===== config.mk =====
export PLATFORM = sky130hd
export DESIGN_NAME = bcd_char_formatter
export DESIGN_NICKNAME = d
export VERILOG_FILES = /design/src/rtl/bcd_char_formatter.sv
export SDC_FILE = /design/constraint.sdc
export NUM_CORES = 1
export LEC_CHECK = 0
export CORE_MARGIN = 2
export CORE_UTILIZATION = 40
export DETAILED_ROUTE_END_ITERATION = 12
export GPL_TIMING_DRIVEN = 0
export PLACE_DENSITY = 0.62
export RECOVER_POWER = 25
export SKIP_CTS_REPAIR_TIMING = 1
export SYNTH_ARGS = -nofsm -noshare
export SYNTH_HDL_FRONTEND = slang
export SYNTH_SLANG_ARGS = --single-unit
export TNS_END_PERCENT = 20

===== constraint.sdc =====
create_clock -name pclk -period 2.6 [get_ports pclk]
set_input_delay 0.39 -clock pclk [delete_from_list [all_inputs] [get_ports pclk]]
set_output_delay 0.39 -clock pclk [all_outputs]
set_load 0.02 [all_outputs]

===== src/rtl/bcd_char_formatter.sv =====
// bcd_char_formatter: converts CHANNELS unsigned binary fields into decimal character codes.
// A shared shift-add-3 engine converts one channel at a time. Results collect in shadow
// registers, so the display bus only ever changes all at once, when the last channel is done.
//
// Ports:
//   pclk        rising-edge clock
//   rst         asynchronous reset, active low
//   start       conversion request, sampled only while idle
//   bin_in      CHANNELS packed binary fields, channel c at [c*BIN_W +: BIN_W]
//   busy        conversion in progress
//   done        one-cycle pulse when char_codes/overflow update
//   overflow    per-channel saturation flag (value > 10**DIGITS-1)
//   char_codes  channel c digit d (d=0 is the LSD) at [(c*DIGITS+d)*7 +: 7]
module bcd_char_formatter #(
  parameter int unsigned CHANNELS   = 2,
  parameter int unsigned BIN_W      = 6,
  parameter int unsigned DIGITS     = 2,
  parameter int unsigned BLANK_LZ   = 0,
  parameter logic [6:0]  CHAR_ZERO  = 7'h30,
  parameter logic [6:0]  CHAR_BLANK = 7'h20
) (
  input  logic                           pclk,
  input  logic                           rst,
  input  logic                           start,
  input  logic [CHANNELS*BIN_W-1:0]      bin_in,
  output logic                           busy,
  output logic                           done,
  output logic [CHANNELS-1:0]            overflow,
  output logic [CHANNELS*DIGITS*7-1:0]   char_codes
);

  function automatic longint unsigned pow10(input int unsigned n);
    longint unsigned r;
    r = 1;
    for (int unsigned i = 0; i < n; i++) r = r * 10;
    return r;
  endfunction

  localparam int unsigned     BcdW   = 4 * DIGITS;
  localparam int unsigned     ChW    = (CHANNELS > 1) ? $clog2(CHANNELS) : 1;
  localparam int unsigned     CntW   = (BIN_W > 1) ? $clog2(BIN_W) : 1;
  localparam int unsigned     CodesW = CHANNELS * DIGITS * 7;
  localparam longint unsigned MaxVal = pow10(DIGITS) - 1;

  typedef enum logic [1:0] {StIdle, StShift, StStore} state_e;

  state_e               state_q, state_d;
  logic [ChW-1:0]       ch_q, ch_d;
  logic [CntW-1:0]      cnt_q, cnt_d;
  logic [BIN_W-1:0]     bin_sh_q, bin_sh_d;
  logic [BcdW-1:0]      bcd_q, bcd_d;
  logic [BIN_W-1:0]     snap_q [CHANNELS];
  logic [BIN_W-1:0]     snap_d [CHANNELS];
  logic [BcdW-1:0]      dig_sh_q [CHANNELS];
  logic [BcdW-1:0]      dig_sh_d [CHANNELS];
  logic [CHANNELS-1:0]  ovf_sh_q, ovf_sh_d;
  logic                 busy_q, busy_d;
  logic                 done_q, done_d;
  logic [CHANNELS-1:0]  ovf_q, ovf_d;
  logic [CodesW-1:0]    codes_q, codes_d;

  logic                 finish;
  logic                 ovf_now;
  logic [BIN_W-1:0]     cur_val;
  logic [BIN_W-1:0]     nxt_val;
  logic [BcdW-1:0]      bcd_adj;
  logic [3:0]           nib;
  logic [3:0]           map_nib;
  logic                 lead;
  logic [CodesW-1:0]    codes_map;

  // Sequencer, conversion datapath and shadow register updates.
  always_comb begin
    state_d  = state_q;
    ch_d     = ch_q;
    cnt_d    = cnt_q;
    bin_sh_d = bin_sh_q;
    bcd_d    = bcd_q;
    snap_d   = snap_q;
    dig_sh_d = dig_sh_q;
    ovf_sh_d = ovf_sh_q;
    busy_d   = busy_q;
    finish   = 1'b0;
    cur_val  = '0;
    nxt_val  = '0;
    nib      = '0;
    bcd_adj  = '0;

    for (int c = 0; c < int'(CHANNELS); c++) begin
      if (ChW'(c) == ch_q)        cur_val = snap_q[c];
      if (ChW'(c) == ch_q + 1'b1) nxt_val = snap_q[c];
    end
    ovf_now = 64'(cur_val) > MaxVal;

    for (int n = 0; n < int'(DIGITS); n++) begin
      nib = bcd_q[4*n +: 4];
      bcd_adj[4*n +: 4] = (nib >= 4'd5) ? nib + 4'd3 : nib;
    end

    unique case (state_q)
      StIdle: begin
        if (start) begin
          for (int c = 0; c < int'(CHANNELS); c++) snap_d[c] = bin_in[c*BIN_W +: BIN_W];
          ch_d     = '0;
          cnt_d    = '0;
          bcd_d    = '0;
          bin_sh_d = bin_in[BIN_W-1:0];
          busy_d   = 1'b1;
          state_d  = StShift;
        end
      end
      StShift: begin
        // The top BCD bit falls off; STORE saturates any value that would need it.
        bcd_d    = {bcd_adj[BcdW-2:0], bin_sh_q[BIN_W-1]};
        bin_sh_d = bin_sh_q << 1;
        cnt_d    = cnt_q + 1'b1;
        if (cnt_q == CntW'(BIN_W - 1)) state_d = StStore;
      end
      StStore: begin
        for (int c = 0; c < int'(CHANNELS); c++) begin
          if (ChW'(c) == ch_q) begin
            dig_sh_d[c] = ovf_now ? {DIGITS{4'd9}} : bcd_q;
            ovf_sh_d[c] = ovf_now;
          end
        end
        if (ch_q == ChW'(CHANNELS - 1)) begin
          finish  = 1'b1;
          busy_d  = 1'b0;
          state_d = StIdle;
        end else begin
          ch_d     = ch_q + 1'b1;
          cnt_d    = '0;
          bcd_d    = '0;
          bin_sh_d = nxt_val;
          state_d  = StShift;
        end
      end
      default: state_d = StIdle;
    endcase
  end

  // Digit-to-character mapping over the next shadow contents, so the last channel's result
  // is included on the same edge it is stored. Saturated digits are 9 and never blank.
  always_comb begin
    codes_map = '0;
    lead      = 1'b1;
    map_nib   = '0;
    for (int c = 0; c < int'(CHANNELS); c++) begin
      lead = 1'b1;
      for (int d = int'(DIGITS) - 1; d >= 0; d--) begin
        map_nib = dig_sh_d[c][4*d +: 4];
        if (map_nib != 4'd0) lead = 1'b0;
        if ((BLANK_LZ != 0) && lead && (d != 0)) begin
          codes_map[(c*int'(DIGITS)+d)*7 +: 7] = CHAR_BLANK;
        end else begin
          codes_map[(c*int'(DIGITS)+d)*7 +: 7] = CHAR_ZERO + {3'b000, map_nib};
        end
      end
    end
  end

  always_comb begin
    done_d  = finish;
    ovf_d   = finish ? ovf_sh_d : ovf_q;
    codes_d = finish ? codes_map : codes_q;
  end

  always_ff @(posedge pclk or negedge rst) begin
    if (!rst) begin
      state_q  <= StIdle;
      ch_q     <= '0;
      cnt_q    <= '0;
      bin_sh_q <= '0;
      bcd_q    <= '0;
      for (int c = 0; c < int'(CHANNELS); c++) begin
        snap_q[c]   <= '0;
        dig_sh_q[c] <= '0;
      end
      ovf_sh_q <= '0;
      busy_q   <= 1'b0;
      done_q   <= 1'b0;
      ovf_q    <= '0;
      codes_q  <= {(CHANNELS*DIGITS){CHAR_ZERO}};
    end else begin
      state_q  <= state_d;
      ch_q     <= ch_d;
      cnt_q    <= cnt_d;
      bin_sh_q <= bin_sh_d;
      bcd_q    <= bcd_d;
      for (int c = 0; c < int'(CHANNELS); c++) begin
        snap_q[c]   <= snap_d[c];
        dig_sh_q[c] <= dig_sh_d[c];
      end
      ovf_sh_q <= ovf_sh_d;
      busy_q   <= busy_d;
      done_q   <= done_d;
      ovf_q    <= ovf_d;
      codes_q  <= codes_d;
    end
  end

  assign busy       = busy_q;
  assign done       = done_q;
  assign overflow   = ovf_q;
  assign char_codes = codes_q;

endmodule

== Word level (Yosys, flattened, before mapping) ==
Index checks and enable logic that the tools add are counted.
Word-level totals
  bits in registers: 82
  bits in latches: 0
  memory bits (writable): 0
  bits in read-only memories: 0
  input bits: 15
  output and inout bits: 32
  logic and storage cells: 69
  memories: 0
Cells by class
  add/sub/neg operators: 8
  multiply operators: 0
  divide/modulo/power cells: 0
  order comparisons: 2
  eq/ne operators: 7
  shifts and indexed selects: 0
  multiplexer cells: 30
  bitwise logic cells: 0
  reductions and logical operators: 8
Operators by type and width (count)
  $mux 8: 4
  $add 6x4->7 const A: 4
  $pmux 8 s3: 1
  $mux 6: 3
  $pmux 6 s3: 1
  $mux 16: 1
  $mux 1: 9
  $mux 3: 3
  $pmux 3 s3: 1
  $ge 4x3->1 const B: 2
  $ne 2x2->1 const B: 4
  $mux 2: 3
  $pmux 2 s3: 1
  $reduce_and 2->1: 3
  $reduce_and 3->1: 2
  $add 4x2->4 const B: 1
  $mux 4: 1
  $pmux 1 s2: 2
  $add 3x1->3 const B: 1
  $add 3x2->3 const B: 1
  $eq 3x3->1 const B: 1
  $reduce_bool 3->1: 1
  $eq 2x1->1 const B: 1
  $eq 2x2->1 const B: 1
  other kinds (3): 3

== Logic depth before layout (Yosys ltp) ==
  word-level depth: 4
  mapped depth: 9

== Least setup slack after synthesis ==
OpenSTA, ideal clock, no wires.
  path kind: reg2reg
  start: register state_q[0]
  end: register bcd_q[1]
  setup time: 128 ps
  arrival: 1640 ps
  required time: 2472 ps
  slack: 833 ps
  cell stages (with the launch flop): 10
  buffers on the path: 2
  path through: dfrtp_1 inv_1 ha_1 nand2_4 inv_2 or3_4 buf_6 buf_6 nand2_1 o31ai_1
Between the ends
  word-level cells in the longest chain between the ends: 3
RTL lines
  start, declared: RTL line 47  | state_e state_q, state_d;
  start signal, assigned: RTL line 170  | state_q <= StIdle;
  start signal, assigned: RTL line 185  | state_q <= state_d;
  $eq 2x2->1 (tied with other cells): RTL line 100  | unique case (state_q)
  $ne 2x2->1 (no line) / $reduce_bool 3->1 (equally long branches)
  $reduce_and 3->1 (no line)
  end signal, assigned: RTL line 174  | bcd_q <= '0;
  end signal, assigned: RTL line 189  | bcd_q <= bcd_d;
  end, declared: RTL line 51  | logic [BcdW-1:0] bcd_q, bcd_d;
Several ways; a longest one is shown, not always the timed one.
A chain may end at the register's enable or synchronous reset.

== Worst setup path after layout ==
  start: register state_q[0]
  end: register bcd_q[6]
Same word-level chain as after synthesis.

==> flow_metrics.py <==
metrics = {
    "logic_synthesis": {
        "synth_cell_types": 32,
        "yosysWarnings": 0,
        "yosysTopAreaCell": "dfrtp_1",
        "synthesis.area_mm2": 0.002824,
        "synth_edf_count": 0,
        "synth_most_common_cell": "nand2_1",
        "seq_area_frac_synth_pct": 54.05,
        "async_reset_ff_share_pct": 100.0,
        "syn_avg_cell_area_um2": 9.805,
        "yosys.area.top_type_share_pct": 54.05,
        "ys_ff_latch": 61,
        "synth_ff_type": "dfrtp_1",
        "synth_area_leaders": "dfrtp_1, nand2_1, mux2_2",
        "syn-instance-count": 288,
        "synth.top_cells.by_count": "nand2_1, dfrtp_1, o21ai_0",
    },
    "detailed_routing": {
        "drtIter0Drc": 75,
        "drtPass1Iterations": 6,
        "ant_nets": 0,
        "num_vias": 2040,
        "vias_per_cell": 4.595,
        "drt-wirelength-per-cell_um": 12.08,
        "drc": 0,
        "drt-total-wl_mm": 5.365,
    },
    "clock_network": {
        "cts_tree": "built",
        "clockBufferDepth": 2,
        "cts_buffers": 9,
        "cts_sinks": 61,
        "clock_latency_ns": 0.34,
        "clk_pin_slew_ns": 0.07,
        "cts_root_buf": "clkbuf_8",
        "htree_levels": 3,
    },
    "placement": {
        "dp.cells": 429,
        "portBuffers": 34,
        "routabilityCongestion": 0.8093,
        "place_hpwl_mm": 3.784,
    },
    "timing": {
        "timing.final.hold_violations": 0,
        "rsz0062_at_grt": "false",
        "slew_viol_final": 0,
        "clock.fmax_mhz": 469.4,
        "max_slew_margin_pct": 21.21,
        "hold_slack_ns": 0.2670,
        "skew_ns": 0.007125,
        "post-route-period-util_pct": 81.95,
        "min_period_ns": 2.131,
        "max_slew.worst_pin.slew_ns": 1.182,
        "setup_viol": 0,
    },
    "pwr": {
        "pwr-share-clk_pct": 26.4,
        "ir_worst_vdd_mv": 0.4999,
        "leakage_nw": 1.679,
        "p_sw_share_pct": 32.70,
        "p_int_w": 0.002181,
        "pwr-share-seq_pct": 43.5,
        "combPwrFrac_pct": 30.1,
        "p_sw_w": 0.001060,
        "power.density_mw_per_mm2": 920.8,
    },
    "critical_path": {
        "crit_required_ns": 2.85,
        "cp-start-kind": "flip-flop",
        "arrival_ns": 2.38,
        "critical_path_class": "reg2reg",
        "startpoint": "state_q[0]",
        "rr_startpoint": "state_q[0]",
        "path_max_fanout": 10,
        "end_kind": "flip-flop",
    },
    "final_layout": {
        "drive_above_1_share_pct": 15.23,
        "nFillCells": 676,
        "final_nets": 370,
        "area_growth_pct": 24.63,
        "fin_cells": 444,
        "antennaDiodeCount": 0,
        "postLayoutCoreUtil_pct": 51.52,
    },
    "grt": {
        "grt_pass1_vias": 2059,
        "grt_max_degree": 40,
        "grt_usage_pct": 15.79,
        "antenna_found_initial": 0,
        "overflow": 0,
        "grt_pass1_wl_mm": 9.363,
    },
    "floorplan": {
        "num_rows": 30,
        "core_area_mm2": 0.006832,
        "initial_core_util_pct": 41.34,
        "die_y_um": 88.03,
        "dieArea_mm2": 0.007748,
        "io_pins": 47,
        "die_x_um": 88.03,
    },
    "run": {
        "max_cap_viol_count": 0,
    },
    "status": {
        "status": "finished, final reports clean",
    },
    "worst_hold_path": {
        "hp-class": "in2async",
    },
}
[critical path: stages, from the launching register on]
cell and delay (ns):
dfrtp_1 0.43, inv_1 0.09, ha_1 0.31, nand2_4 0.17, inv_2 0.10, nor3_1 0.42, buf_4 0.26, nand2_1 0.10
o21ai_0 0.17
[worst paths after layout]
check,to,slack (ns),cells after the start
setup / recovery,bcd_q[6],0.47,8
hold / removal,char_codes[9],0.27,1
setup reg to reg,bcd_q[6],0.47,8
hold reg to reg,char_codes[3],0.47,2
max in group asynchronous,cnt_q[1],0.76,2
min in group pclk,char_codes[3],0.47,2
[logic make-up (layout without fill, tap and decap cells)]
group | after synthesis | count (layout) | synth area share, %
AND/OR/NAND/NOR | 119 | 119 | 18.08
flip-flops | 61 | 61 | 54.05
AO/OA/AOI/OAI | 45 | 45 | 9.304
buffers and inverters | 33 | 83 | 6.823
multiplexers | 15 | 15 | 5.981
adder cells (fa/ha/maj) | 11 | 11 | 4.874
other | 2 | 12 | 0.2659
XOR/XNOR | 2 | 2 | 0.6204
[sequential cells by signal (all words and copies together) (netlist names)]
signal      flops
overflow        2
bin_sh_q        6
ovf_sh_q        1
dig_sh_q        8
busy            1
char_codes     16
cnt_q           3
snap_q         12
bcd_q           8
ch_q            1
state_q         2
done            1
[metrics by stage]
| stage | setup slack, ns | cell area [µm²] | power [W] | TNS, ns |
|---|---|---|---|---|
| after global placement | -0.8587 | 3322 | 0.002383 | -52.10 |
| after detailed placement | 0.5047 | 3337 | 0.002417 | 0 |
| after global routing | 0.2933 | 3520 | 0.003483 | 0 |
| after CTS | 0.4677 | 3536 | 0.003288 | 0 |
| final | 0.4694 | 3520 | 0.003241 | 0 |
| after floorplan | 0.8329 | 2861 | 0.002090 | 0 |
[metal layers]
layer	GRT usage, %	part of all wire [%]	routed length [µm]
met2	25.96	49	2646
met3	5.372	3.8	206
met1	18.95	45	2427
met5	0	0	0
met4	6.749	1.6	85
[power by group through the flow]
| stage | sequential [W] | combinational (W) | clock (W) |
|---|---|---|---|
| after floorplan | 0.00145 | 0.000635 | 0 |
| after global placement | 0.00142 | 0.000959 | 0 |
| after detailed placement | 0.00143 | 0.000987 | 0 |
| after CTS | 0.00141 | 0.000991 | 0.000884 |
| after global routing | 0.00145 | 0.00111 | 0.000919 |
| final | 0.00141 | 0.000975 | 0.000855 |
[cell type report]
type | instances | area (µm²) | share of cell area, %
clock buffer | 11 | 151.4 | 4.301
tap | 96 | 120.1 | 3.413
buffer | 24 | 158.9 | 4.515
multi-input combinational | 204 | 1142 | 32.46
timing repair buffer | 35 | 339.1 | 9.634
clock inverter | 4 | 47.55 | 1.351
inverter | 9 | 33.78 | 0.9598
sequential | 61 | 1526 | 43.37
[cells in the final DEF (no fill, tap or decap), types with 4 or more instances in the layout]
master           synthesis  final
mux2_2                  15     15
nand2b_1                 4      4
conb_1                   2     12
ha_1                    11     11
o21ai_0                 18     18
o21ai_1                  5      5
clkdlybuf4s50_1          0     33
a221oi_1                 5      5
clkbuf_1                 5      6
nand2_1                 97     97
a21oi_1                  7      7
dfrtp_1                 61     61
buf_4                   13     13
buf_2                    4      4
a31oi_1                  4      4
o31ai_1                  4      4
clkbuf_8                 0     11
inv_1                    8      8
No activity file was read; power rests on OpenSTA's default activity.
